[src/rtl/mio_bus_ctrl.sv]
// mio_bus_ctrl: memory/IO bus controller sitting directly behind the CPU core.
//
// It accepts one CPU request at a time and decodes the byte address into one
// of four targets:
//   - on-chip synchronous RAM (addr[31:12] == 0),
//   - LED register (0xE000_0000),
//   - switch inputs (0xF000_0000, read-only),
//   - free-running counter (0xF000_0004).
// Each access is held for a region-dependent number of wait cycles.
// mio_ready pulses for exactly one cycle when the access completes.
//
// Optional build macro MIO_BUS_ERR_EN adds the following:
//   - a bus_err output, pulsed with mio_ready on unmapped accesses,
//   - a read-only fault-address register at 0xF000_0008.
//
// Ports:
//   clk        system clock, rising edge
//   reset      synchronous reset, active-low
//   cpu_mio    CPU request, held until mio_ready is seen
//   mem_w      write qualifier, valid while cpu_mio = 1
//   addr_in    CPU byte address (bits [1:0] ignored)
//   wdata      CPU write data
//   rdata      registered read data, held until the next read completes
//   mio_ready  one-cycle access-complete pulse
//   ram_addr   RAM word address (registered at acceptance)
//   ram_we     RAM write enable, high for the first ACCESS cycle of a write
//   ram_din    RAM write data (latched CPU write data)
//   ram_dout   RAM read data, one cycle after ram_addr
//   led        LED register
//   sw         switch inputs
//   bus_err    unmapped-access flag (MIO_BUS_ERR_EN only)
module mio_bus_ctrl #(
  parameter int RAM_WAIT = 2,
  parameter int RAM_AW   = 10
) (
  input  logic              clk,
  input  logic              reset,
  input  logic              cpu_mio,
  input  logic              mem_w,
  input  logic [31:0]       addr_in,
  input  logic [31:0]       wdata,
  output logic [31:0]       rdata,
  output logic              mio_ready,
  output logic [RAM_AW-1:0] ram_addr,
  output logic              ram_we,
  output logic [31:0]       ram_din,
  input  logic [31:0]       ram_dout,
  output logic [7:0]        led,
  input  logic [7:0]        sw
`ifdef MIO_BUS_ERR_EN
  ,
  output logic              bus_err
`endif
);

  typedef enum logic [1:0] {IDLE, ACCESS, DONE} state_t;
  typedef enum logic [2:0] {RG_RAM, RG_LED, RG_SW, RG_CNT, RG_ERR, RG_NONE} region_t;

  localparam logic [3:0] RAM_WAIT_M1 = 4'(RAM_WAIT - 1);

  state_t      state, state_nxt;
  region_t     region_in, region_q;
  logic [3:0]  wait_cnt;
  logic        issue;
  logic        we_q;
  logic        ram_we_q;
  logic [31:0] wdata_q;
  logic [31:0] cnt;
  logic [31:0] rd_mux;
  logic        accept;
  logic        finish;
  logic        unused_addr_bits;

`ifdef MIO_BUS_ERR_EN
  logic [31:0] addr_q;
  logic [31:0] err_addr;
`endif

  function automatic region_t decode(input logic [31:0] a);
    region_t r;
    r = RG_NONE;
    if (a[31:12] == 20'h0)              r = RG_RAM;
    else if (a[31:2] == 30'h3800_0000)  r = RG_LED;
    else if (a[31:2] == 30'h3C00_0000)  r = RG_SW;
    else if (a[31:2] == 30'h3C00_0001)  r = RG_CNT;
`ifdef MIO_BUS_ERR_EN
    else if (a[31:2] == 30'h3C00_0002)  r = RG_ERR;
`endif
    return r;
  endfunction

  assign unused_addr_bits = ^addr_in[1:0];

  assign region_in = decode(addr_in);
  assign accept    = (state == IDLE) && cpu_mio;
  // The first ACCESS cycle only issues the access (address/strobe to the RAM).
  // The wait count runs after it, giving W + 1 cycles from acceptance to DONE.
  assign finish    = (state == ACCESS) && !issue && (wait_cnt == 4'd0);

  assign mio_ready = (state == DONE);
  assign ram_din   = wdata_q;
  // Gate with reset so a write strobe cannot reach the RAM on an edge where
  // reset is asserted; an abandoned write is then never issued.
  assign ram_we    = ram_we_q & reset;

`ifdef MIO_BUS_ERR_EN
  assign bus_err = (state == DONE) && (region_q == RG_NONE);
`endif

  always_comb begin
    state_nxt = state;
    case (state)
      IDLE:    if (cpu_mio) state_nxt = ACCESS;
      ACCESS:  if (finish)  state_nxt = DONE;
      DONE:    state_nxt = IDLE;
      default: state_nxt = IDLE;
    endcase
  end

  always_comb begin
    rd_mux = 32'h0;
    case (region_q)
      RG_RAM:  rd_mux = ram_dout;
      RG_LED:  rd_mux = {24'h0, led};
      RG_SW:   rd_mux = {24'h0, sw};
      RG_CNT:  rd_mux = cnt;
`ifdef MIO_BUS_ERR_EN
      RG_ERR:  rd_mux = err_addr;
`endif
      default: rd_mux = 32'h0;
    endcase
  end

  always_ff @(posedge clk) begin
    if (!reset) begin
      state    <= IDLE;
      region_q <= RG_NONE;
      wait_cnt <= 4'd0;
      issue    <= 1'b0;
      we_q     <= 1'b0;
      ram_we_q <= 1'b0;
      wdata_q  <= 32'h0;
      ram_addr <= '0;
      rdata    <= 32'h0;
      led      <= 8'h0;
      cnt      <= 32'h0;
`ifdef MIO_BUS_ERR_EN
      addr_q   <= 32'h0;
      err_addr <= 32'h0;
`endif
    end else begin
      state    <= state_nxt;
      cnt      <= cnt + 32'd1;
      ram_we_q <= accept && (region_in == RG_RAM) && mem_w;

      // acceptance: latch the request
      if (accept) begin
        region_q <= region_in;
        we_q     <= mem_w;
        wdata_q  <= wdata;
        ram_addr <= addr_in[RAM_AW+1:2];
        wait_cnt <= (region_in == RG_RAM) ? RAM_WAIT_M1 : 4'd0;
        issue    <= 1'b1;
`ifdef MIO_BUS_ERR_EN
        addr_q   <= addr_in;
`endif
      end else if (state == ACCESS) begin
        if (issue)
          issue <= 1'b0;
        else if (wait_cnt != 4'd0)
          wait_cnt <= wait_cnt - 4'd1;
      end

      // completion: ACCESS -> DONE edge
      if (finish) begin
        if (we_q) begin
          if (region_q == RG_LED) led <= wdata_q[7:0];
          // Overrides the increment above on this edge.
          if (region_q == RG_CNT) cnt <= wdata_q;
        end else begin
          rdata <= rd_mux;
        end
`ifdef MIO_BUS_ERR_EN
        if (region_q == RG_NONE) err_addr <= addr_q;
`endif
      end
    end
  end

endmodule

[config.mk]
export PLATFORM = sky130hd
export DESIGN_NAME = mio_bus_ctrl
export DESIGN_NICKNAME = d
export VERILOG_FILES = /design/src/rtl/mio_bus_ctrl.sv
export SDC_FILE = /design/constraint.sdc
export NUM_CORES = 1
export LEC_CHECK = 0
export ABC_AREA = 1
export BUFFER_PORTS_ARGS = -buffer_cell sky130_fd_sc_hd__buf_2
export CAP_MARGIN = 0
export CORE_MARGIN = 5
export CORE_UTILIZATION = 55
export CTS_CLUSTER_DIAMETER = 120
export DETAILED_ROUTE_END_ITERATION = 10
export HOLD_SLACK_MARGIN = 0.08
export PLACE_DENSITY = 0.85
export SLEW_MARGIN = 25
export SYNTH_ARGS = -nofsm -noshare
export SYNTH_HDL_FRONTEND = slang
export SYNTH_SLANG_ARGS = --single-unit
[constraint.sdc]
create_clock -name clk -period 3.6 [get_ports clk]
set_input_delay 0.54 -clock clk [delete_from_list [all_inputs] [get_ports clk]]
set_output_delay 0.54 -clock clk [all_outputs]
set_load 0.1 [all_outputs]
# ---- Yosys cells after proc, flatten, opt, wreduce, memory -nomap -nowiden
# Cells that the tools add are included.
# W data, S select, Z words.
dict set report classes {
  add_sub_neg 2
  n_eq_ne 11
  muxes 18
  bitwise_logic 2
  reduce_logical 18
}
# cell count
set ops {}
lappend ops {{$pmux W32 S4} 1}
lappend ops {{$mux W32} 3}
lappend ops {{$eq A30 B30 Y1 const B} 3}
lappend ops {{$add A32 B1 Y32 const B} 1}
lappend ops {{$logic_not A20 Y1} 1}
lappend ops {{$mux W4} 4}
lappend ops {{$mux W3} 4}
lappend ops {{$eq A3 B2 Y1 const B} 2}
lappend ops {{$logic_not A3 Y1} 2}
lappend ops {{$reduce_and A3 Y1} 2}
lappend ops {{$logic_and A1 B1 Y1} 5}
lappend ops {{$logic_not A4 Y1} 1}
lappend ops {{$mux W2} 2}
lappend ops {{$ne A2 B2 Y1 const B} 2}
lappend ops {{$pmux W2 S2} 1}
lappend ops {{$reduce_and A2 Y1} 2}
lappend ops {{$reduce_bool A2 Y1} 2}
lappend ops {{$reduce_bool A4 Y1} 1}
lappend ops {{$sub A4 B1 Y4 const B} 1}
lappend ops {{$eq A3 B1 Y1 const B} 1}
lappend ops {{$mux W1} 3}
lappend ops {{$eq A2 B1 Y1 const B} 1}
lappend ops {{$eq A2 B2 Y1 const B} 1}
lappend ops {{$logic_not A2 Y1} 1}
lappend ops {{other kinds (4)} 4}
dict set report totals {
  register_bits 126
  in_bits 108
  output_inout_bits 84
  elab_cells 62
}

# ---- Longest topological paths before layout
# Gate-level depths: netlist of the first run.
dict set report depth {
  word_depth 8
  ltp_mapped 12
  ltp_nobuf 11
}

# ---- Worst setup path after synthesis of the first run
# Ideal clock, no wire load.
dict set report synth_path {
  path_type {input-to-output}
  from {in reset}
  to {out ram_we}
  arrival_ns 1.697
  required_time_ns 3.060
  slack_ns 1.363
  cell_stages 4
  n_path_buf 2
  cell_sequence {clkbuf_1 > clkbuf_1 > nand2_1 > inv_1}
}
dict set report synth_via {
  elab_chain_len 1
}
# item line
set synth_lines {}
lappend synth_lines {{start: declaration} 37} ;# input logic reset,
lappend synth_lines {{$and A1 B1 Y1} 104} ;# assign ram_we = ram_we_q & reset;
lappend synth_lines {{end: declaration} 45} ;# output logic ram_we,
# No other way between the ends.

# ---- Final worst setup path of the first run
dict set report layout_path {
  from {reg region_q[1]}
  to {reg cnt[29]}
}
dict set report layout_via {
  elab_chain_len 4
}
# item line
set layout_lines {}
lappend layout_lines {{start: declaration} 62} ;# region_t region_in, region_q;
lappend layout_lines {{start signal: assignment} 158} ;# region_q <= region_in;
lappend layout_lines {{$eq A3 B2 Y1} 179} ;# if (region_q == RG_CNT) cnt <= wdata_q;
lappend layout_lines {{$mux W32} 179}
lappend layout_lines {{$mux W32} 176} ;# if (we_q) begin
lappend layout_lines {{$mux W32} 175} ;# if (finish) begin
lappend layout_lines {{end signal: assignment} 153} ;# cnt <= cnt + 32'd1;
lappend layout_lines {{end signal: assignment} 179}
lappend layout_lines {{end: declaration} 68} ;# logic [31:0] cnt;
# No other way between the ends.
# A chain may end at the register's enable or synchronous reset.

==> impl_results.md, run 1 <==
* Initial DRC Count at roughly 520
* Reg2reg start: region_q[1]
* Number of port buffers at between 150 and 200
* Post-synth EDFFs at 0
* Via count at between 6,000 and 7,000
* Peak supply drop at around 330 uV
* CP Capture Type: flip-flop
* CP dominant cell by count: inv_1
* GPL Wtd Cong at between 0.9 and 1
* Vias per cell at roughly 5.2
* Period utilization at 60.5%
* Leakage power at between 3 and 4 nW
* Post-synthesis sequential area ratio at 40.4%
* Top area cells in the synthesized netlist: dfxtp_1 (40%), nand2_1 (15%), nor2_1 (8.5%)
* Distinct cells, synth at 29
* # DRC at 0
* Postcts setup bufs at 0
* Initial core utilization at between 50% and 60%
* Post-detailed-route count of antenna-violating nets at 0
* Post-CTS Resized at 0
* Fin nets at 1,240
* CP Data Arrival Time at approximately 2.5 ns
* Main flop type after synthesis: dfxtp_1
* Syn. warnings at 0
* Synth Cell Area at roughly 6200 um^2
* Startpoint types: flip-flop
* N_diodes at 0
* Die height at approximately 120 um
* Crit-path max FO at 50
* Synthesized instance count at about 960
* Clk slew on worst S/H paths at about 0.060 ns
* Final min period at roughly 2.2 ns
* CTS root buffer: clkbuf_16
* Layout cells sized above 1 at about 22%
* Reg2reg end: cnt[29]
* Final WL at between 15,000 and 20,000 um
* Hold Startpoint: wdata[13]
* Vias in the first global route at roughly 6,300
* Power Density at just over 500 nW/um^2
* Final hold vios at 0
* Final Power at around 4.1 mW
* Achievable Freq at approximately 0.46 GHz
* FF+latch count, synth at 126
* Max_slew headroom at around 40%
* CTS sink count at 126
* Slowest-stage cell, CP: dfxtp_1
* Worst setup path class: reg2reg
* Initial antenna violation count at 0
* Row cnt at 39
* Final setup viols at 0
* RSZ-0062 raised after global routing: no
* Crit-path cells: nand3_1, buf_4, nor2_1, nand2_4, o21bai_1, inv_1, nand2_1, inv_1
* H-tree depth at 4
* Pin count of the biggest net entering global routing at 67
* Clock buffer depth at 2
* DR WL/cell at about 14 um
* Delay of the slowest critical-path stage at approximately 0.64 ns
* Die area at 13,600 um^2
* IO Pins at around 190
* WHS Path Cells at 3
* Final HPWL DP at ~14,000 um
* Congestion Overflow GR at 0
* TritonCTS clock tree: built
* Worst Path Required at slightly below 4 ns
* Top cell type's share of synthesized area at between 40% and 50%
* Post-cts hold buffer count at 0
* Slew Viols, Final at 0
* Hold WC Path Type: in2reg
* First-pass GRT wire length at 30,000 um
* Latest clock arrival within the worst-skew pair at 0.42 ns
* Worst Tran Pin Value at 0.906 ns
* Setup TNS at 0 ns
* Async SR Flop Fraction at 0%
* Reg2reg path depth at 8
* Clock skew at roughly 0.0080 ns
* Syn-to-layout area delta at 25.6%
* Mapped Nets at 1,069
* Syn Area/Cell at around 6.5 um^2
* Hold Path Sink: ram_din[13]
* WHS at ~0.37 ns
* Run status: complete, no violations
* Area leader, netlist: dfxtp_1
* Tot GR Track Use at roughly 28%
* Total CTS buffers at 17
* Max Cap Violations at 0
* Die Wd at between 100 and 150 um
* CORE AREA at 11,300 um^2
* Drt pass-1 iters at 5
* Worst R2R Setup Slack at about 1.4 ns
==> Yosys cell counts, types with 2 or more instances <==
master    count
o21ai_1      22
ha_1          3
xor2_1        7
buf_4         2
nand2_1     256
a21oi_1      76
or2_2         2
inv_1        97
nand2_2       2
buf_2        14
clkbuf_1     20
dfxtp_1     126
buf_6         5
nor3_1        3
o21ai_0      75
nand4_1      12
o21bai_1      5
nor2_4        3
nor2_2        3
buf_1         3
o21bai_2      8
nor2_1      142
nand3_1      61
nand3_2       2
inv_2         5
==> per-layer routing <==
| metal | share of wire, % | GRT usage (%) | wire length (um) |
|---|---|---|---|
| met1 | 44 | 36.5 | 8150 |
| met2 | 45 | 45.2 | 8370 |
| met3 | 9.1 | 6.94 | 1700 |
| met4 | 2.0 | 9.40 | 369 |
| met5 | 0 | 0 | 0 |
==> power breakdown <==
group | total [mW] | switching [mW] | leakage (nW) | internal, mW
clock | 1.85 | 0.678 | 0.294 | 1.17
sequential | 1.51 | 0.0561 | 1.03 | 1.45
combinational | 0.703 | 0.566 | 2.19 | 0.137
total | 4.06 | 1.30 | 3.51 | 2.76
==> how the worst max path moves through the flow <==
| stage | startpoint | end | slack, ns | cells after the start |
|---|---|---|---|---|
| 2_1_floorplan | reset | ram_we | 1.36 | 4 |
| 3_3_place_gp | region_q[1] | cnt[11] | 1.24 | 8 |
| 3_5_place_dp | region_q[1] | cnt[29] | 1.16 | 8 |
| 4_1_cts | region_q[1] | cnt[29] | 1.13 | 8 |
| 5_1_grt | region_q[1] | cnt[29] | 1.20 | 8 |
| 6_report | region_q[1] | cnt[29] | 1.42 | 8 |
==> kinds of logic (layout without fill, tap and decap cells) <==
logic type | after synthesis | in the layout | share of synthesized area [%]
and+or+nand+nor | 489 | 489 | 32.2
DFF | 126 | 126 | 40.4
adders and majority gates | 3 | 3 | 0.601
buffers and inverters | 147 | 331 | 9.88
AOI/OAI and AO/OA | 186 | 186 | 15.9
xor gates and xnor gates | 7 | 7 | 0.982
==> metrics by stage <==
stage | utilization [%] | cell area [um^2] | instances | setup WS [ns]
2_1_floorplan | - | 6240 | 958 | 1.36
3_3_place_gp | 63.8 | 7190 | 1253 | 1.24
3_5_place_dp | 63.8 | 7190 | 1253 | 1.16
4_1_cts | 69.5 | 7830 | 1285 | 1.13
5_1_grt | 69.5 | 7840 | 1285 | 1.20
6_report | 69.5 | 7840 | 1285 | 1.42
==> flip-flops by register name, indices dropped and copies added (netlist names) <==
name / count
led: 8
rdata: 32
issue: 1
wait_cnt: 4
ram_din: 32
ram_addr: 10
state: 2
we_q: 1
region_q: 3
cnt: 32
ram_we_q: 1
==> cells in the final DEF, fill, tap and decap left out, types with 8 or more instances in the layout <==
cell type	synthesis	final
inv_1	97	97
nand4_1	12	12
nor2_1	142	142
o21bai_2	8	8
nand3_1	61	61
o21ai_0	75	75
a21oi_1	76	76
buf_2	14	189
dfxtp_1	126	126
clkbuf_16	0	17
o21ai_1	22	22
nand2_1	256	255
==> area by class of cell <==
type	instances	area, um^2
inverter	103	389
clock buffer	17	425
fill	1002	3430
sequential	126	2520
clock inverter	15	213
timing repair buffer	196	998
tap	143	179
multi-input combinational	685	3110
==> worst max-delay path: cells and delay by family, from the launching register on <==
family	cells	cell delay, ns
buf+inv	3	0.37
compound gates	1	0.28
simple gates	4	0.77
flops	1	0.64
Power figures use the tool's default switching activity.
==> run 2, diff against run 1 <==
- CORE_UTILIZATION: 55 -> 52
- PLACE_DENSITY: 0.85 -> 0.81
- clock period: 3.6 -> 2.2 ns (I/O delays scaled with it)
==> run 2 against run 1 <==
Fmax rose by 13%. Critical path depth rose by 4. Non-clock buffer count rose by 8. First-iteration DRC count fell by 3.1%. Largest cell class unchanged. Global-route usage shrank 3.4 points. Worst hold slack worse by 0.21 ns.
==> impl_results.md, run 2 (synthesis results as in run 1) <==
* Run status: complete, no violations
* Clock buffer depth at 2
* Peak supply drop at around 670 uV
* Commonest non-fill, non-tap cell in the layout: nand2_1
* # DRC at 0
* Worst R2R Setup Slack at approximately 0.28 ns
* Total CTS buffers at 17
* Initial core utilization at 52.4%
* N_diodes at 0
* GPL Wtd Cong at 0.968
* Layout cells sized above 1 at 23.0%
* Worst Path Required at 2.52 ns
* Vias in the first global route at just under 6,000
* Worst Tran Pin Value at around 0.76 ns
* CTS root buffer: clkbuf_16
* Die height at between 100 and 150 um
* Drt pass-1 iters at 6
* WHS Path Cells at 3
* CP Data Arrival Time at between 2 and 2.5 ns
* RSZ-0062 raised after global routing: no
* Final HPWL DP at between 10,000 and 15,000 um
* Final min period at just under 2 ns
* Most frequent cells in the layout: nand2_1 (255), buf_2 (188), nor2_1 (142)
* Power Density at about 810 nW/um^2
* CTS sink count at about 130
* Syn-to-layout area delta at 25.9%
* Post-Place Cell Area at 7270 um^2
* Wire length on met1 at around 8500 um
* Initial antenna violation count at 1
* Tot GR Track Use at 24.5%
* Hold WC Path Type: in2reg
* TritonCTS clock tree: built
* Met3 WL at approximately 1500 um
* Hold Startpoint: wdata[18]
* Clk slew on worst S/H paths at 0.06 ns
* Crit-path max FO at 16
* IO Pins at 192
* DR top layer: met5
* Final hold vios at 0
* Final setup viols at 0
* CP Capture Type: flip-flop
* Final instance area at 7860 um^2
* Reg2reg end: cnt[30]
* Worst setup path class: reg2reg
* Achievable Freq at a little over 0.5 GHz
* Post-detailed-route count of antenna-violating nets at 0
* Postcts setup bufs at 0
* Latest clock arrival within the worst-skew pair at roughly 0.42 ns
* Fin nets at 1,248
* Initial DRC Count at roughly 500
* Slew Viols, Final at 0
* Final WL at 18,000 um
* DR WL/cell at 13.9 um
* H-tree depth at 4
* Number of port buffers at 189
* Reg2reg start: wait_cnt[0]
* Max Cap Violations at 0
* Vias per cell at just over 5
* WL met2 at between 7000 and 8000 um
* Die area at ~14,000 um^2
* Max_slew headroom at between 40% and 50%
* Die Wd at between 100 and 150 um
* Leakage power at between 3 and 4 nW
* Period utilization at ~87%
* Congestion Overflow GR at 0
* Post-CTS Resized at 0
* Setup TNS at 0 ns
* CORE AREA at 11,900 um^2
* Hold Path Sink: ram_din[18]
* Pin count of the biggest net entering global routing at 67
* Row cnt at 40
* Clock skew at 0.00633 ns
* Via count at approximately 6,600
* Startpoint types: flip-flop
* Core Util, Final at about two thirds
* Post-cts hold buffer count at 0
* First-pass GRT wire length at 28,200 um
* Reg2reg path depth at 12
## run 2: critical path, cell delays in order (launching register included)
cell,delay [ns]
dfxtp_1,0.32
inv_1,0.11
ha_1,0.16
nand3_1,0.10
inv_1,0.08
nand2_2,0.10
inv_2,0.20
nand2_2,0.20
buf_4,0.27
o21bai_1,0.14
inv_1,0.05
nand2_1,0.05
inv_1,0.03
## run 2: worst max path at each step
stage / slack (ns) / to / startpoint / depth (start not counted)
6_report: 0.28 / cnt[30] / wait_cnt[0] / 12
5_1_grt: 0.12 / cnt[31] / wait_cnt[0] / 12
4_1_cts: 0.28 / cnt[25] / wait_cnt[0] / 12
3_5_place_dp: 0.29 / cnt[25] / wait_cnt[0] / 12
3_3_place_gp: 0.33 / cnt[25] / wait_cnt[0] / 12
2_1_floorplan: 0.25 / mio_ready / state[1] / 2
## run 2: power breakdown
part | switching (mW) | internal [mW] | total (mW)
clock network | 1.05 | 1.69 | 2.75
logic | 0.924 | 0.230 | 1.15
registers | 0.0851 | 2.38 | 2.47
## run 2: per-layer routing
layer / track usage (%) / up-vias
met5: 0 / -
met4: 6.80 / 2
met3: 7.02 / 16
met2: 36.8 / 242
met1: 34.6 / 2926
li1: - / 3404
## run 2: layout make-up
type                            instances  area, um^2
Clock inverter                         14         144
Tap cell                              147         184
Fill cell                            1142        4050
Clock buffer                           18         439
Timing Repair Buffer                  204        1070
Inverter                              103         389
Multi-Input combinational cell        685        3110
Sequential cell                       126        2520
## run 2: per-stage QoR
step / setup slack (ns) / instances / power (mW) / hold slack [ns]
after floorplan: 0.249 / 958 / 3.41 / 0.446
after global placement: 0.329 / 1265 / 3.66 / 0.446
after detailed placement: 0.290 / 1265 / 3.67 / 0.451
after CTS: 0.284 / 1297 / 6.40 / 0.151
after global routing: 0.118 / 1297 / 6.59 / 0.163
final: 0.276 / 1297 / 6.37 / 0.161
==> run 3, diff against run 2 <==
- PLACE_DENSITY: 0.81 -> 0.84
==> run 3 against run 2 <==
Sequential power hardly changed. Sequential share of layout area hardly changed. Worst setup slack gained 0.075 ns. Combinational power about the same. First-iteration DRC count up 15%. Critical path type unchanged. Global-route usage is 1.1 points higher. Flip-flop and latch count stayed put.
==> impl_results.md, run 3 (synthesis results as in run 1) <==
* Power Density at slightly above 800 nW/um^2
* Post-CTS Resized at 0
* Hold WC Path Type: in2reg
* DR WL/cell at between 10 and 15 um
* CORE AREA at about 12,000 um^2
* Final hold vios at 0
* CTS root buffer: clkbuf_16
* Drt pass-1 iters at 5
* Clock skew at between 0.005 and 0.006 ns
* Congestion Overflow GR at 0
* Die Wd at roughly 120 um
* # DRC at 0
* Startpoint types: flip-flop
* Most frequent cells in the layout: nand2_1 (255), buf_2 (188), nor2_1 (142)
* First-pass GRT wire length at 29,700 um
* Number of fill cells at between 1,000 and 1,500
* Grt met3 use at between 6 and 7%
* Fin nets at about 1,200
* Run status: complete, no violations
* Worst Path Required at 2.51 ns
* Initial antenna violation count at 1
* Latest clock arrival within the worst-skew pair at 0.42 ns
* Period utilization at a little over four fifths
* Core Util, Final at 66.0%
* Row cnt at 40
* Max Cap Violations at 0
* Achievable Freq at approximately 0.54 GHz
* Worst Tran Pin Value at about 0.62 ns
* Placed insts at about 1,300
* Final setup viols at 0
* Final min period at roughly 1.8 ns
* Number of port buffers at 189
* Die height at 120 um
* H-tree depth at 4
* Final instance area at between 7000 and 8000 um^2
* Crit-path cells: inv_1, ha_1, nand3_1, inv_1, nand2_2, inv_2, nand2_2, buf_12, inv_4, nor3_1, nor2_1
* Commonest non-fill, non-tap cell in the layout: nand2_1
* Postcts setup bufs at 0
* Layout cells sized above 1 at 22.8%
* Footprint of the multi-input gates at approximately 3100 um^2
* Post-detailed-route count of antenna-violating nets at 0
* CP Data Arrival Time at approximately 2.2 ns
* Initial DRC Count at just under 600
* IO Pins at between 150 and 200
* Most Crowded Layer GR: met2
* Fin cells at 1,295
* Pin count of the biggest net entering global routing at 65
* Slew Viols, Final at 0
* Register area at about 2500 um^2
* Slowest-stage cell, CP: dfxtp_1
* Leakage power at 3.54 nW
* Final Power at 6.41 mW
* Final WL at 18,400 um
* Clk slew on worst S/H paths at about 0.060 ns
* Initial core utilization at between 50% and 60%
* Buffers & Inverters on Critical Path at 5
* CTS sink count at approximately 130
* CP Capture Type: flip-flop
* Worst setup path class: reg2reg
* RSZ-0062 raised after global routing: no
* Peak supply drop at between 500 and 600 uV
* Post-Place Cell Area at 7270 um^2
* Syn-to-layout area delta at 26.0%
* GPL Wtd Cong at between 0.9 and 1
* Vias per cell at 5.12
* Tot GR Track Use at about a quarter
* Critical path's top delay family: buffers and inverters
* Max_slew headroom at approximately 60%
* TritonCTS clock tree: built
* N_diodes at 0
* Crit-path max FO at 50
* Via count at ~6,600
* Global routing usage on met2 at around two fifths
* Post-cts hold buffer count at 0
* Grt met1 use at between 30% and 40%
* Final HPWL DP at around 14,000 um
* Total CTS buffers at 17
* Clock buffer depth at 2
* Die area at between 10,000 and 15,000 um^2
* Setup TNS at 0 ns
* Vias in the first global route at 6,134
* Delay of the slowest critical-path stage at approximately 0.34 ns
[run 3: final timing paths]
kind | startpoint | endpoint | slack [ns] | depth (start not counted)
setup / recovery | wait_cnt[0] | cnt[8] | 0.35 | 11
hold / removal | wdata[1] | ram_din[1] | 0.16 | 3
setup reg to reg | wait_cnt[0] | cnt[8] | 0.35 | 11
hold reg to reg | rdata[20] | rdata[20] | 0.46 | 2
[run 3: power by group]
group | switching (mW) | total [mW] | internal [mW] | leakage (nW)
sequential | 0.0921 | 2.47 | 2.38 | 1.03
combinational | 0.925 | 1.16 | 0.230 | 2.21
clock | 1.01 | 2.78 | 1.77 | 0.294
total | 2.02 | 6.41 | 4.39 | 3.54
[run 3: per-layer routing]
metal,vias up,share of wire (%)
met1,2933,46
met2,253,44
met3,23,8.2
li1,3413,-
met4,2,1.5
met5,-,0.071
[run 3: metrics by stage]
stage / hold slack, ns / worst slack [ns]
after floorplan: 0.446 / 0.249
after global placement: 0.446 / 0.430
after detailed placement: 0.451 / 0.372
after CTS: 0.147 / 0.359
after global routing: 0.161 / 0.198
final: 0.162 / 0.351
[run 3: area by class of cell]
class | instances | share of cell area [%]
Multi-Input combinational cell | 685 | 39.5
Clock buffer | 21 | 6.11
Tap cell | 147 | 2.34
Inverter | 103 | 4.95
Sequential cell | 126 | 32.1
Timing Repair Buffer | 202 | 13.6
Clock inverter | 11 | 1.45
[run 3: worst register-to-register path, stage by stage, from the launching register on]
cell and delay, ns:
dfxtp_1 0.34, inv_1 0.09, ha_1 0.20, nand3_1 0.09, inv_1 0.05, nand2_2 0.14
inv_2 0.14, nand2_2 0.11, buf_12 0.25, inv_4 0.11, nor3_1 0.16, nor2_1 0.05
